**src/rtl/lsu_mem.sv**
```systemverilog
// lsu_mem: memory stage, single-outstanding bus access with timeout and halt.
// Optional LSU_MISALIGN_TRAP_EN traps misaligned/illegal accesses on misalign_o.
`ifndef HALT_ADDR
`define HALT_ADDR 'h0000_1000
`endif

module lsu_mem #(
  parameter int XLEN = 32,
  parameter int TIMEOUT = 16,
  parameter logic [XLEN-1:0] HALT_ADDR = `HALT_ADDR
) (
  input  logic              clk_i,
  input  logic              rst_i,
  input  logic              stall_i,
  input  logic [4:0]        rd_addr_i,
  input  logic              rd_we_i,
  input  logic [XLEN-1:0]   rd_data_i,
  input  logic [XLEN-1:0]   mem_addr_i,
  input  logic              mem_re_i,
  input  logic              mem_we_i,
  input  logic [2:0]        opfunc3_i,
  output logic              bus_req_o,
  output logic              bus_we_o,
  output logic [XLEN-1:0]   bus_addr_o,
  output logic [XLEN/8-1:0] bus_be_o,
  output logic [XLEN-1:0]   bus_wdata_o,
  input  logic              bus_ack_i,
  input  logic [XLEN-1:0]   bus_rdata_i,
  output logic              stall_req_o,
  output logic [4:0]        rd_addr_o,
  output logic [XLEN-1:0]   rd_data_o,
  output logic              rd_we_o,
  output logic              bus_err_o,
  output logic              halt_o
`ifdef LSU_MISALIGN_TRAP_EN
  , output logic            misalign_o
`endif
);

  localparam int NB = XLEN / 8;
  localparam int OW = $clog2(NB);

  typedef enum logic {IDLE, BUSY} state_t;
  state_t state_q, state_d;

  logic            memop, code_ok, legal;
  logic            start, done, timeout, busy;
  logic [1:0]      sz;
  logic [OW-1:0]   lowm, off;
  logic [NB-1:0]   bmask, be_n;
  logic [XLEN-1:0] wdata_n, sh, ld_data;
  logic            res_we;
  logic [XLEN-1:0] res_data;

  logic [7:0]      timer_q;
  logic [2:0]      f3_q;
  logic [OW-1:0]   off_q;
  logic            ld_q, halt_hit_q;
  logic [4:0]      rda_q;
  logic            pend_v, pend_we;
  logic [XLEN-1:0] pend_data;

  assign busy = (state_q == BUSY);

  always_comb begin
    memop = mem_re_i | mem_we_i;
    sz = opfunc3_i[1:0];
    if (mem_we_i)
      code_ok = !opfunc3_i[2] && (sz != 2'd3 || XLEN == 64);
    else
      code_ok = (opfunc3_i != 3'b111) &&
                (XLEN == 64 || (sz != 2'd3 && opfunc3_i != 3'b110));
    unique case (sz)
      2'd0: begin
        lowm = OW'(0);
        bmask = NB'(1);
        wdata_n = {NB{rd_data_i[7:0]}};
      end
      2'd1: begin
        lowm = OW'(1);
        bmask = NB'(3);
        wdata_n = {(NB/2){rd_data_i[15:0]}};
      end
      2'd2: begin
        lowm = OW'(3);
        bmask = NB'(15);
        wdata_n = {(NB/4){rd_data_i[31:0]}};
      end
      default: begin
        lowm = OW'(7);
        bmask = NB'(255);
        wdata_n = rd_data_i;
      end
    endcase
    // misaligned lanes are forced down to the natural boundary
    off = mem_addr_i[OW-1:0] & ~lowm;
    be_n = bmask << off;
`ifdef LSU_MISALIGN_TRAP_EN
    legal = code_ok && !(|(mem_addr_i[OW-1:0] & lowm));
`else
    legal = code_ok;
`endif
  end

  always_comb begin
    sh = bus_rdata_i >> {off_q, 3'b000};
    unique case (f3_q)
      3'b000:  ld_data = XLEN'($signed(sh[7:0]));
      3'b100:  ld_data = XLEN'(sh[7:0]);
      3'b001:  ld_data = XLEN'($signed(sh[15:0]));
      3'b101:  ld_data = XLEN'(sh[15:0]);
      3'b010:  ld_data = XLEN'($signed(sh[31:0]));
      3'b110:  ld_data = XLEN'(sh[31:0]);
      default: ld_data = sh;
    endcase
    res_we = bus_ack_i & ld_q;
    res_data = res_we ? ld_data : '0;
  end

  always_comb begin
    state_d = state_q;
    start = 1'b0;
    done = 1'b0;
    timeout = 1'b0;
    stall_req_o = 1'b0;
    bus_err_o = 1'b0;
    unique case (state_q)
      IDLE: begin
        // pend_v: the held op already finished under stall
        start = memop & legal & !stall_i & !pend_v;
        stall_req_o = start;
        if (start) state_d = BUSY;
      end
      BUSY: begin
        timeout = (timer_q == 8'(TIMEOUT - 1));
        done = bus_ack_i | timeout;
        bus_err_o = timeout & !bus_ack_i;
        stall_req_o = !done;
        if (done) state_d = IDLE;
      end
    endcase
  end

  always_ff @(posedge clk_i) begin
    if (rst_i) begin
      state_q <= IDLE;
      timer_q <= '0;
      bus_req_o <= 1'b0;
      bus_we_o <= 1'b0;
      bus_addr_o <= '0;
      bus_be_o <= '0;
      bus_wdata_o <= '0;
      rd_addr_o <= '0;
      rd_data_o <= '0;
      rd_we_o <= 1'b0;
      halt_o <= 1'b0;
      f3_q <= '0;
      off_q <= '0;
      ld_q <= 1'b0;
      halt_hit_q <= 1'b0;
      rda_q <= '0;
      pend_v <= 1'b0;
      pend_we <= 1'b0;
      pend_data <= '0;
`ifdef LSU_MISALIGN_TRAP_EN
      misalign_o <= 1'b0;
`endif
    end else begin
      state_q <= state_d;
      timer_q <= (busy && !done) ? timer_q + 8'd1 : '0;
`ifdef LSU_MISALIGN_TRAP_EN
      misalign_o <= 1'b0;
`endif
      if (start) begin
        bus_req_o <= 1'b1;
        bus_we_o <= mem_we_i;
        bus_addr_o <= {mem_addr_i[XLEN-1:OW], {OW{1'b0}}};
        bus_be_o <= be_n;
        bus_wdata_o <= mem_we_i ? wdata_n : '0;
        f3_q <= opfunc3_i;
        off_q <= off;
        ld_q <= !mem_we_i;
        halt_hit_q <= mem_we_i && opfunc3_i == 3'b010 &&
                      mem_addr_i == HALT_ADDR;
        rda_q <= rd_addr_i;
        rd_we_o <= 1'b0;
      end else if (done) begin
        bus_req_o <= 1'b0;
        bus_we_o <= 1'b0;
        bus_addr_o <= '0;
        bus_be_o <= '0;
        bus_wdata_o <= '0;
        if (bus_ack_i && halt_hit_q) halt_o <= 1'b1;
        if (stall_i) begin
          pend_v <= 1'b1;
          pend_we <= res_we;
          pend_data <= res_data;
        end else begin
          rd_addr_o <= rda_q;
          rd_we_o <= res_we;
          rd_data_o <= res_data;
        end
      end else if (!busy && !stall_i) begin
        if (pend_v) begin
          pend_v <= 1'b0;
          rd_addr_o <= rda_q;
          rd_we_o <= pend_we;
          rd_data_o <= pend_data;
        end else if (memop) begin
          rd_addr_o <= rd_addr_i;
          rd_we_o <= 1'b0;
          rd_data_o <= '0;
`ifdef LSU_MISALIGN_TRAP_EN
          misalign_o <= 1'b1;
`endif
        end else begin
          rd_addr_o <= rd_addr_i;
          rd_we_o <= rd_we_i;
          rd_data_o <= rd_data_i;
        end
      end
    end
  end

endmodule

```
**config.mk**
```make
export PLATFORM = sky130hd
export DESIGN_NAME = lsu_mem
export DESIGN_NICKNAME = d
export VERILOG_FILES = /design/src/rtl/lsu_mem.sv
export SDC_FILE = /design/constraint.sdc
export NUM_CORES = 1
export LEC_CHECK = 0
export CAP_MARGIN = 25
export CORE_UTILIZATION = 48
export CTS_CLUSTER_DIAMETER = 100
export DETAILED_ROUTE_END_ITERATION = 8
export PLACE_DENSITY = 0.81
export SLEW_MARGIN = 20
export SYNTH_ARGS = -nofsm -noshare
export SYNTH_HDL_FRONTEND = slang
export SYNTH_SLANG_ARGS = --single-unit
```
**constraint.sdc**
```tcl
create_clock -name clk_i -period 2.15 [get_ports clk_i]
set_input_delay 0.215 -clock clk_i [delete_from_list [all_inputs] [get_ports clk_i]]
set_output_delay 0.215 -clock clk_i [all_outputs]
set_load 0.05 [all_outputs]
```
==> flow_results.org, run 1 <==
** Drt
- Final wirelength :: about 25000 um
- Dividing the detail-routed wire length by the instance count gives roughly 19 um.
- DRT antenna net count :: 0
- Count of unresolved DRC violations after routing :: 0
- Via/cell ratio :: a little under 6
- The final route contains about 8k vias.
- Initial drt markers :: 761
- The first detailed-routing pass ran for 5 iterations.

** Setup path
- The slowest stage of the critical path is the dfxtp_1 cell.
- STA classifies the critical path startpoint as a register.
- Number of buffer and inverter instances along the worst setup path :: 2
- STA classifies the critical path endpoint as a primary output.
- Required @ worst endpoint :: 1.93 ns
- The worst setup path is of the reg2out kind.
- Delay of the slowest cell on the worst path :: roughly 0.32 ns
- In this run the critical register-to-register path is launched from timer_q[0]$_SDFF_PP0_.
- The setup check on the worst reg-to-reg path leaves a slack of about 0.18 ns.
- Critical path data arrival time :: about 1.9 ns
- In this run the worst path has a maximum fanout of 4.
- Delay-heaviest family, CP :: buffers and inverters
- The endpoint identified for the worst register-to-register timing path is rd_addr_o[1]$_SDFFE_PP0P_.
- Library cell appearing most often on the critical path :: buf_4
- Worst r2r path cells :: 7
- Traced cell by cell, the critical path runs through ha_1 > and3_1 > a21oi_2 > buf_4 > nand2b_1 > buf_4.

** Synth
- Mapped Cells :: between 800 and 900
- Among all flip-flop cells after synthesis, the most frequent one is dfxtp_1.
- The number of different library cells used by synthesis comes to 51.
- In this run, synthesis produced a sequential element count of between 150 and 200.
- Counting flops with an async set or reset pin after synthesis yields a share of 0.
- Cell accounting for the most synthesized area :: dfxtp_1
- Of the synthesized area, sequential elements account for 0.428.
- Number of synthesized flops with an enable pin :: 0
- For this run, the number of Yosys warnings is 0.
- A synthesized cell averages approximately 8.5 um^2.
- The share of synthesized area in the top cell type comes to 0.428.
- After synthesis the cells add up to 0.00758 mm^2.
- Largest cells by area after synthesis :: dfxtp_1 (43%), nor2_1 (6.8%), a22oi_1 (6.1%)

** Floorplanning
- After floorplanning, the core was divided into between 40 and 50 placement rows.
- Core area :: 0.0153 mm^2
- Starting Density :: 0.495
- Die extent in y :: around 130 um
- The floorplan step defined a die boundary enclosing approximately 0.016 mm^2.
- I/O pin count :: between 200 and 250
- From left edge to right edge, the die measures about 130 um.

** STA
- Final number of max-transition violations :: 0
- The final hold violation count is 0.
- Final worst path period share :: 0.965
- For the pin with the worst max-slew slack, the measured transition is 0.563 ns.
- Minimum clock period :: approximately 2.1 ns
- The clock arrives with approximately 0.0085 ns of skew.
- Number of setup violations in the final report :: 0
- Post-route worst hold slack :: 0.228 ns
- Summed over all failing endpoints, the final setup total negative slack is 0 ns.
- In this run the tightest slew margin relative to its limit is 0.623.
- Peak Freq :: approximately 480 MHz
- RSZ-0062 raised after global routing :: no

** Clocking
- The later pin in the worst-skew pair is clocked with a latency of between 0.4 and 0.5 ns.
- Buffers inserted during clock tree synthesis total 17.
- Num Clock Sinks :: about 160
- TritonCTS built the clock tree.
- Root cell of the clock tree :: clkbuf_16
- Bufs on Longest Clock Path :: 2
- Depth of the CTS H-tree :: 4
- Setup fix buffers added after clock tree synthesis :: 0
- Clock-pin slew of the registers on the worst-case setup and hold paths :: 0.06 ns

** GRT
- Total congestion overflow :: 0
- Pin count of the biggest net entering global routing :: 67
- GRT Resource Usage Total :: 0.312
- Vias in the first global route :: around 7.5k
- The first global-routing pass estimated 39400 um of wire.
- The number of antenna violations at the first check in global routing is 0.

** Placement
- At the end of routability-driven placement, the weighted congestion stood at 0.869.
- Once detailed placement completed, the half-perimeter wirelength came to roughly 18000 um.
- Buffers placed on the I/O ports in this run total approximately 220.

** Min path
- HP Class :: in2reg
- Hold endpoint :: off_q[1]$_SDFFE_PP0P_
- Worst hold stages :: 2
- Launch instance of the worst min-delay path :: rst_i

** Status
- The flow ran to the end, and the final reports show no timing, DRC or antenna violations.

** Pwr
- Lkg Pwr :: 3.89 nW
- Across the VDD grid, the largest voltage drop is ~0.00064 V.
- Total power :: just under 0.008 W
- Power density of the placed cells :: roughly 730 mW/mm^2

** Cells and area
- Ant. Diodes :: 0
- Number of fill cells :: around 1.2k
- Compared with the post-synthesis result, the final layout area differs by 43.5%.
- For this run, the post-layout net count is between 1k and 1.5k.
- Layout cell share with drive strength beyond 1 :: 0.129

** Flow run
- Max-capacitance violation count :: 0
state kept, by name (all words and copies together) (netlist names):
name and flops:
rd_we_o 1, rd_addr_o 5, halt_hit_q 1, bus_be_o 4
bus_addr_o 30, bus_wdata_o 32, timer_q 8, pend_data 32
off_q 2, busy 1, pend_v 1, f3_q 3
rd_data_o 32, rda_q 5, pend_we 1, halt_o 1
ld_q 1, bus_req_o 1, bus_we_o 1
worst max-delay path by stage:
stage / startpoint / endpoint / slack [ns] / cells after the start
final: timer_q[0]$_SDFF_PP0_ / stall_req_o / 0.07 / 6
after detailed placement: bus_rdata_i[15] / rd_data_o[12]$_SDFFE_PP0P_ / -0.05 / 6
after global placement: mem_we_i / rd_data_o[12]$_SDFFE_PP0P_ / 0.004 / 7
after global routing: timer_q[0]$_SDFF_PP0_ / stall_req_o / 0.003 / 6
after CTS: timer_q[0]$_SDFF_PP0_ / pend_data[22]$_SDFFE_PP0P_ / 0.02 / 6
after floorplan: timer_q[0]$_SDFF_PP0_ / pend_data[16]$_SDFFE_PP0P_ / 0.24 / 8
per-stage QoR:
step	area (um^2)	util	std cells	setup WS (ns)
after floorplan	7590	-	895	0.244
after global placement	10200	0.669	1299	0.00396
after detailed placement	10200	0.669	1299	-0.0534
after CTS	10900	0.710	1331	0.0229
after global routing	10900	0.710	1331	0.00341
final	10900	0.710	1331	0.0746
cell families after synthesis:
logic type / count (synthesis) / synth area share
and+or+nand+nor: 317 / 0.190
adders and majority gates: 1 / 0.00165
muxes: 74 / 0.106
other: 1 / 0.000495
xor gates and xnor gates: 6 / 0.00693
AOI/OAI and AO/OA: 247 / 0.217
buffers and inverters: 86 / 0.0493
DFF: 162 / 0.428
metal layers:
| layer | up-vias | global-route usage | part of all wire |
|---|---|---|---|
| met5 | - | 0 | 0 |
| met4 | 0 | 0.130 | 0.033 |
| met3 | 66 | 0.0893 | 0.098 |
| met2 | 441 | 0.507 | 0.46 |
| met1 | 3649 | 0.387 | 0.41 |
| li1 | 3644 | - | - |
placed cells by master, fill, tap and decap left out, types with 6 or more instances in the layout:
master and instances:
o21ai_0 43, clkdlybuf4s50_1 216, mux2i_1 32, nor3_1 17, buf_4 48, nand2_1 74, a21oi_1 61, clkbuf_16 17
mux2_2 41, dfxtp_1 160, a22oi_1 62, a221oi_1 17, nor2_1 135, a22o_1 8, and2_1 6, nor4_1 7
nand3b_1 10, a211oi_1 30, buf_12 11, nand3_1 37, o21a_1 8, nor2b_1 12
report_power, final:
group / internal (W) / switching, W
Combinational: 0.000644 / 0.000939
Sequential: 0.00311 / 0.0000711
Clock: 0.00192 / 0.00126
Total: 0.00568 / 0.00228
synthesized netlist by cell type, types with 2 or more instances:
cell	n
xor2_1	2
buf_1	7
nand2b_1	4
nand2_1	74
and3_1	3
nand3b_1	10
o21ai_0	43
buf_4	4
clkbuf_1	47
a221oi_1	17
dfxtp_1	162
and2_1	6
a211oi_1	30
mux2i_1	32
a22o_1	9
a22oi_1	62
a311oi_1	5
nor2_1	137
a21oi_1	61
o21a_1	8
o211ai_1	4
nand3_1	37
mux2_2	41
inv_1	3
xnor2_1	4
nor3_1	18
nor4_1	7
nor2b_1	12
buf_2	23
area by class of cell:
class / count / area, um^2 / share of cell area
multi-input combinational: 647 / 3990 / 0.367
sequential: 162 / 3250 / 0.298
clock inverter: 12 / 154 / 0.0141
tap: 211 / 264 / 0.0243
inverter: 4 / 15.0 / 0.00138
timing repair buffer: 275 / 2740 / 0.252
clock buffer: 20 / 467 / 0.0429
what timing repair did:
| item | in CTS | in global routing |
|---|---|---|
| hold buffers | 0 | 0 |
| endpoints found under the setup margin | 0 | 10 |
| resized for setup | 0 | 4 |
worst register-to-register path, stage by stage (launching register included):
cell and delay, ns:
dfxtp_1 0.32, ha_1 0.23, and4_1 0.20, a22o_2 0.30
buf_4 0.18, nor2_1 0.26, nand2_1 0.09, a311oi_1 0.28
(Power assumes the default switching activity.)
==> run 2, diff against run 1 <==
--- a/config.mk
+++ b/config.mk
@@ -9,6 +9,7 @@
 export CORE_UTILIZATION = 48
 export CTS_CLUSTER_DIAMETER = 100
 export DETAILED_ROUTE_END_ITERATION = 8
+export GPL_TIMING_DRIVEN = 1
 export PLACE_DENSITY = 0.81
 export SLEW_MARGIN = 20
 export SYNTH_ARGS = -nofsm -noshare
==> constraint.sdc (replaced) <==
create_clock -name clk_i -period 2.15 [get_ports clk_i]
set_input_delay 0.3225 -clock clk_i [delete_from_list [all_inputs] [get_ports clk_i]]
set_output_delay 0.3225 -clock clk_i [all_outputs]
set_load 0.05 [all_outputs]
==> run 2 against run 1 <==
Against the previous run: fmax fell by 0.49%; core utilization rose by 0.12 points; global-route usage grew 0.060 points; non-clock buffer count is 9 higher; clock power decreased by 11%; first-iteration DRC count is 2.1% lower; final cell count rose by 0.60%; worst setup slack lost 0.010 ns; critical endpoint unchanged; highest routed layer unchanged.
==> flow_results.org, run 2 (same netlist as run 1, synthesis figures left out) <==
** STA
- Setup TNS after final layout :: 0 ns (unchanged)
- The worst max-slew margin expressed relative to the limit was 0.619 (-0.00442).
- Setup repair after global routing left no endpoint under its margin.
- The clock period minus final worst setup slack was 2.09 ns (+0.0103 ns).
- Number of setup violations in the final report :: 0 (unchanged)
- The final max-slew violation count was 0 (unchanged).
- Number of endpoints with negative hold slack in the final report :: 0 (unchanged)
- The setup skew after layout is 0.00692 ns (-0.00160 ns).
- The transition time at the pin with the least slew margin was 0.570 ns (+0.00661 ns).
- The ratio of final minimum period to clock period was 0.970 (+0.00478).
- Peak Freq :: 479 MHz (-0.49%)
- The final setup slack of the worst path is 0.0643 ns (-0.0103 ns).

** Clocking
- The tree is rooted in a clkbuf_16.
- The register clock-pin slew on the reported worst setup and hold paths is 0.06 ns (about the same).
- Bufs on Longest Clock Path :: 2 (unchanged)
- Num Clock Sinks :: 162 (unchanged)
- Worst-Skew Late Latency :: 0.43 ns (about the same)
- TritonCTS clock tree :: done
- The number of CTS-inserted buffers came to 17 (unchanged).
- The H-tree depth was 4 (unchanged).
- Hold-fix buffers at CTS :: 0 (unchanged)

** Setup path
- The top fanout value on the critical path is 4 (unchanged).
- The cell count of the worst reg-to-reg path was 7 (unchanged).
- In this run the critical register-to-register path is captured at rd_data_o[27]$_SDFFE_PP0P_.
- The required arrival time at the worst endpoint is 1.83 ns (-0.10 ns).
- Critical path data arrival time :: 1.76 ns (-0.10 ns)
- The worst setup path is captured at a primary output.
- Reg-to-reg startpoint :: off_q[1]$_SDFFE_PP0P_
- The critical path starts at timer_q[0]$_SDFF_PP0_.
- The slack of the worst reg-to-reg path was 0.10 ns (-0.08 ns).
- Critical path class :: reg2out
- Kind of start point of the critical path :: register

** Placement
- DP Wirelength :: 17900 um (+1.3%)
- The post-placement worst setup slack came to -0.149 ns (-0.0952 ns).
- The standard cell area after detailed placement is 0.0103 mm^2 (+0.71%).
- Number of buffers added on ports :: 219 (unchanged)
- Routability congestion estimate from global placement :: 0.888 (+2.2%)

** Drt
- The average detailed-routed wire length per instance is 18.9 um (-0.86%).
- DRT antenna net count :: 0 (unchanged)
- The number of remaining DRC errors is 0 (unchanged).
- Number of iterations in the first detailed-routing pass :: 5 (unchanged)
- The starting DRC count in detailed routing came to 745 (-2.1%).
- Via/cell ratio :: 5.83 (-0.57%)
- The total number of vias is 7802 (+0.026%).
- The detailed-route wire length was 25300 um (-0.27%).

** GRT
- First-pass GRT wire length :: 39400 um (about the same)
- Pin count of the biggest net entering global routing :: 44 (-34%)
- The number of global-route vias before repair was 7422 (-0.89%).
- The number of antenna violations at the first check in global routing is 0 (unchanged).
- The residual overflow from global routing was 0 (unchanged).
- GRT Resource Usage Total :: 0.312 (+0.000604)

** Status
- The flow ran to the end, and the final reports show no timing, DRC or antenna violations.

** Pwr
- Lkg Pwr :: 3.90 nW (+0.14%)
- The portion of total power attributed to the clock network was 0.371 (-0.030).
- Sequential group share of total power :: 0.418 (+0.018)
- Power density of the placed cells :: 699 mW/mm^2 (-4.4%)
- Switching Fraction :: 0.291 (+0.00497)
- The power share of the combinational group is 0.211 (+0.012).
- The internal power consumption is 0.00540 W (-4.9%).
- Total power :: 0.00762 W (-4.2%)
- Power dissipated by switching net loads :: 0.00222 W (-2.5%)
- Largest voltage drop on the vdd net :: 0.000524 V (-18%)

** Floorplanning
- Die area :: 0.0163 mm^2 (unchanged)
- I/O pin count :: 222 (unchanged)
- The width of the chip came to 128 um (unchanged).
- The row count came to 45 (unchanged).
- Starting Density :: 0.495 (unchanged)
- The area of the core came to 0.0153 mm^2 (unchanged).
- The vertical die dimension was 128 um (unchanged).

** Cells and area
- Leading registers by flop count :: bus_wdata_o x32, pend_data x32, rd_data_o x32
- Layout cell share with drive strength beyond 1 :: 0.131 (+0.00174)
- Most frequent cells in the layout :: clkdlybuf4s50_1 (216), dfxtp_1 (161), nor2_1 (134)
- Leaving out fill and tap cells, the most frequent cell in the layout is clkdlybuf4s50_1.
- Number of fill cells :: 1230 (+1.8%)
- Cell area after layout :: 0.0109 mm^2 (+0.17%)
- Ant. Diodes :: 0 (unchanged)
- The utilization of the core after routing was 0.712 (+0.00123).
- Number of nets in the layout :: 1228 (+0.74%)
- The area growth from synthesis to layout is 43.7%.

** Min path
- The hold-critical path depth was 2 (unchanged).
- The worst hold path belongs to the class in2reg.
- The startpoint identified for the worst hold timing path is rst_i.
- Hold endpoint :: rda_q[2]$_SDFFE_PP0P_

** Flow run
- Max-capacitance violation count :: 0 (unchanged)
-- run 2: cell types whose count changed in the layout (fill, tap and decap cells not counted), moves of 2 or more --
cell       change
buf_4          +6
clkbuf_8       -2
bufinv_16      -2
clkinv_4       +2
clkbuf_1       +6
clkinv_2       -3
-- run 2: power groups by stage --
stage	sequential, W	combinational, W	clock [W]
after floorplan	0.00357	0.000541	0
after global placement	0.00324	0.00157	0
after detailed placement	0.00324	0.00158	0
after CTS	0.00318	0.00160	0.00286
after global routing	0.00319	0.00170	0.00300
final	0.00318	0.00161	0.00283
-- run 2: timing repair --
action | CTS | global route
buffers inserted | 0 | 1
gates resized for setup | 4 | 4
pin swaps | 0 | 1
setup endpoints to repair | 1 | 14
-- run 2: final cells by class --
| type | count | area (um^2) | share of cell area |
|---|---|---|---|
| clock inverter | 7 | 80.1 | 0.00735 |
| tap | 211 | 264 | 0.0242 |
| clock buffer | 24 | 462 | 0.0424 |
| timing repair buffer | 284 | 2830 | 0.260 |
| sequential | 162 | 3240 | 0.298 |
| inverter | 4 | 15.0 | 0.00138 |
| multi-input combinational | 647 | 4000 | 0.367 |
-- run 2: critical path, stage by stage, from the launching register on --
cell      delay [ns]
dfxtp_1         0.33
ha_2            0.20
and3_1          0.20
a21oi_2         0.19
buf_6           0.14
nand2b_4        0.13
buf_8           0.15
-- run 2: through the flow --
step,instances,hold slack [ns]
2_1_floorplan,895,0.418
3_3_place_gp,1307,0.432
3_5_place_dp,1307,0.443
4_1_cts,1338,0.292
5_1_grt,1339,0.316
6_report,1339,0.312
-- run 2: how the worst max path moves through the flow --
stage                                            end
final                                    stall_req_o
after global routing                     stall_req_o
after CTS                 pend_data[21]$_SDFFE_PP0P_
after detailed placement  rd_data_o[12]$_SDFFE_PP0P_
after global placement    rd_data_o[12]$_SDFFE_PP0P_
after floorplan           pend_data[16]$_SDFFE_PP0P_
-- run 2: per-layer routing --
| layer | share of wire | vias to the layer above | track usage |
|---|---|---|---|
| met5 | 0 | - | 0 |
| li1 | - | 3655 | - |
| met2 | 0.46 | 426 | 0.504 |
| met1 | 0.40 | 3662 | 0.385 |
| met4 | 0.037 | 0 | 0.158 |
| met3 | 0.098 | 59 | 0.0818 |
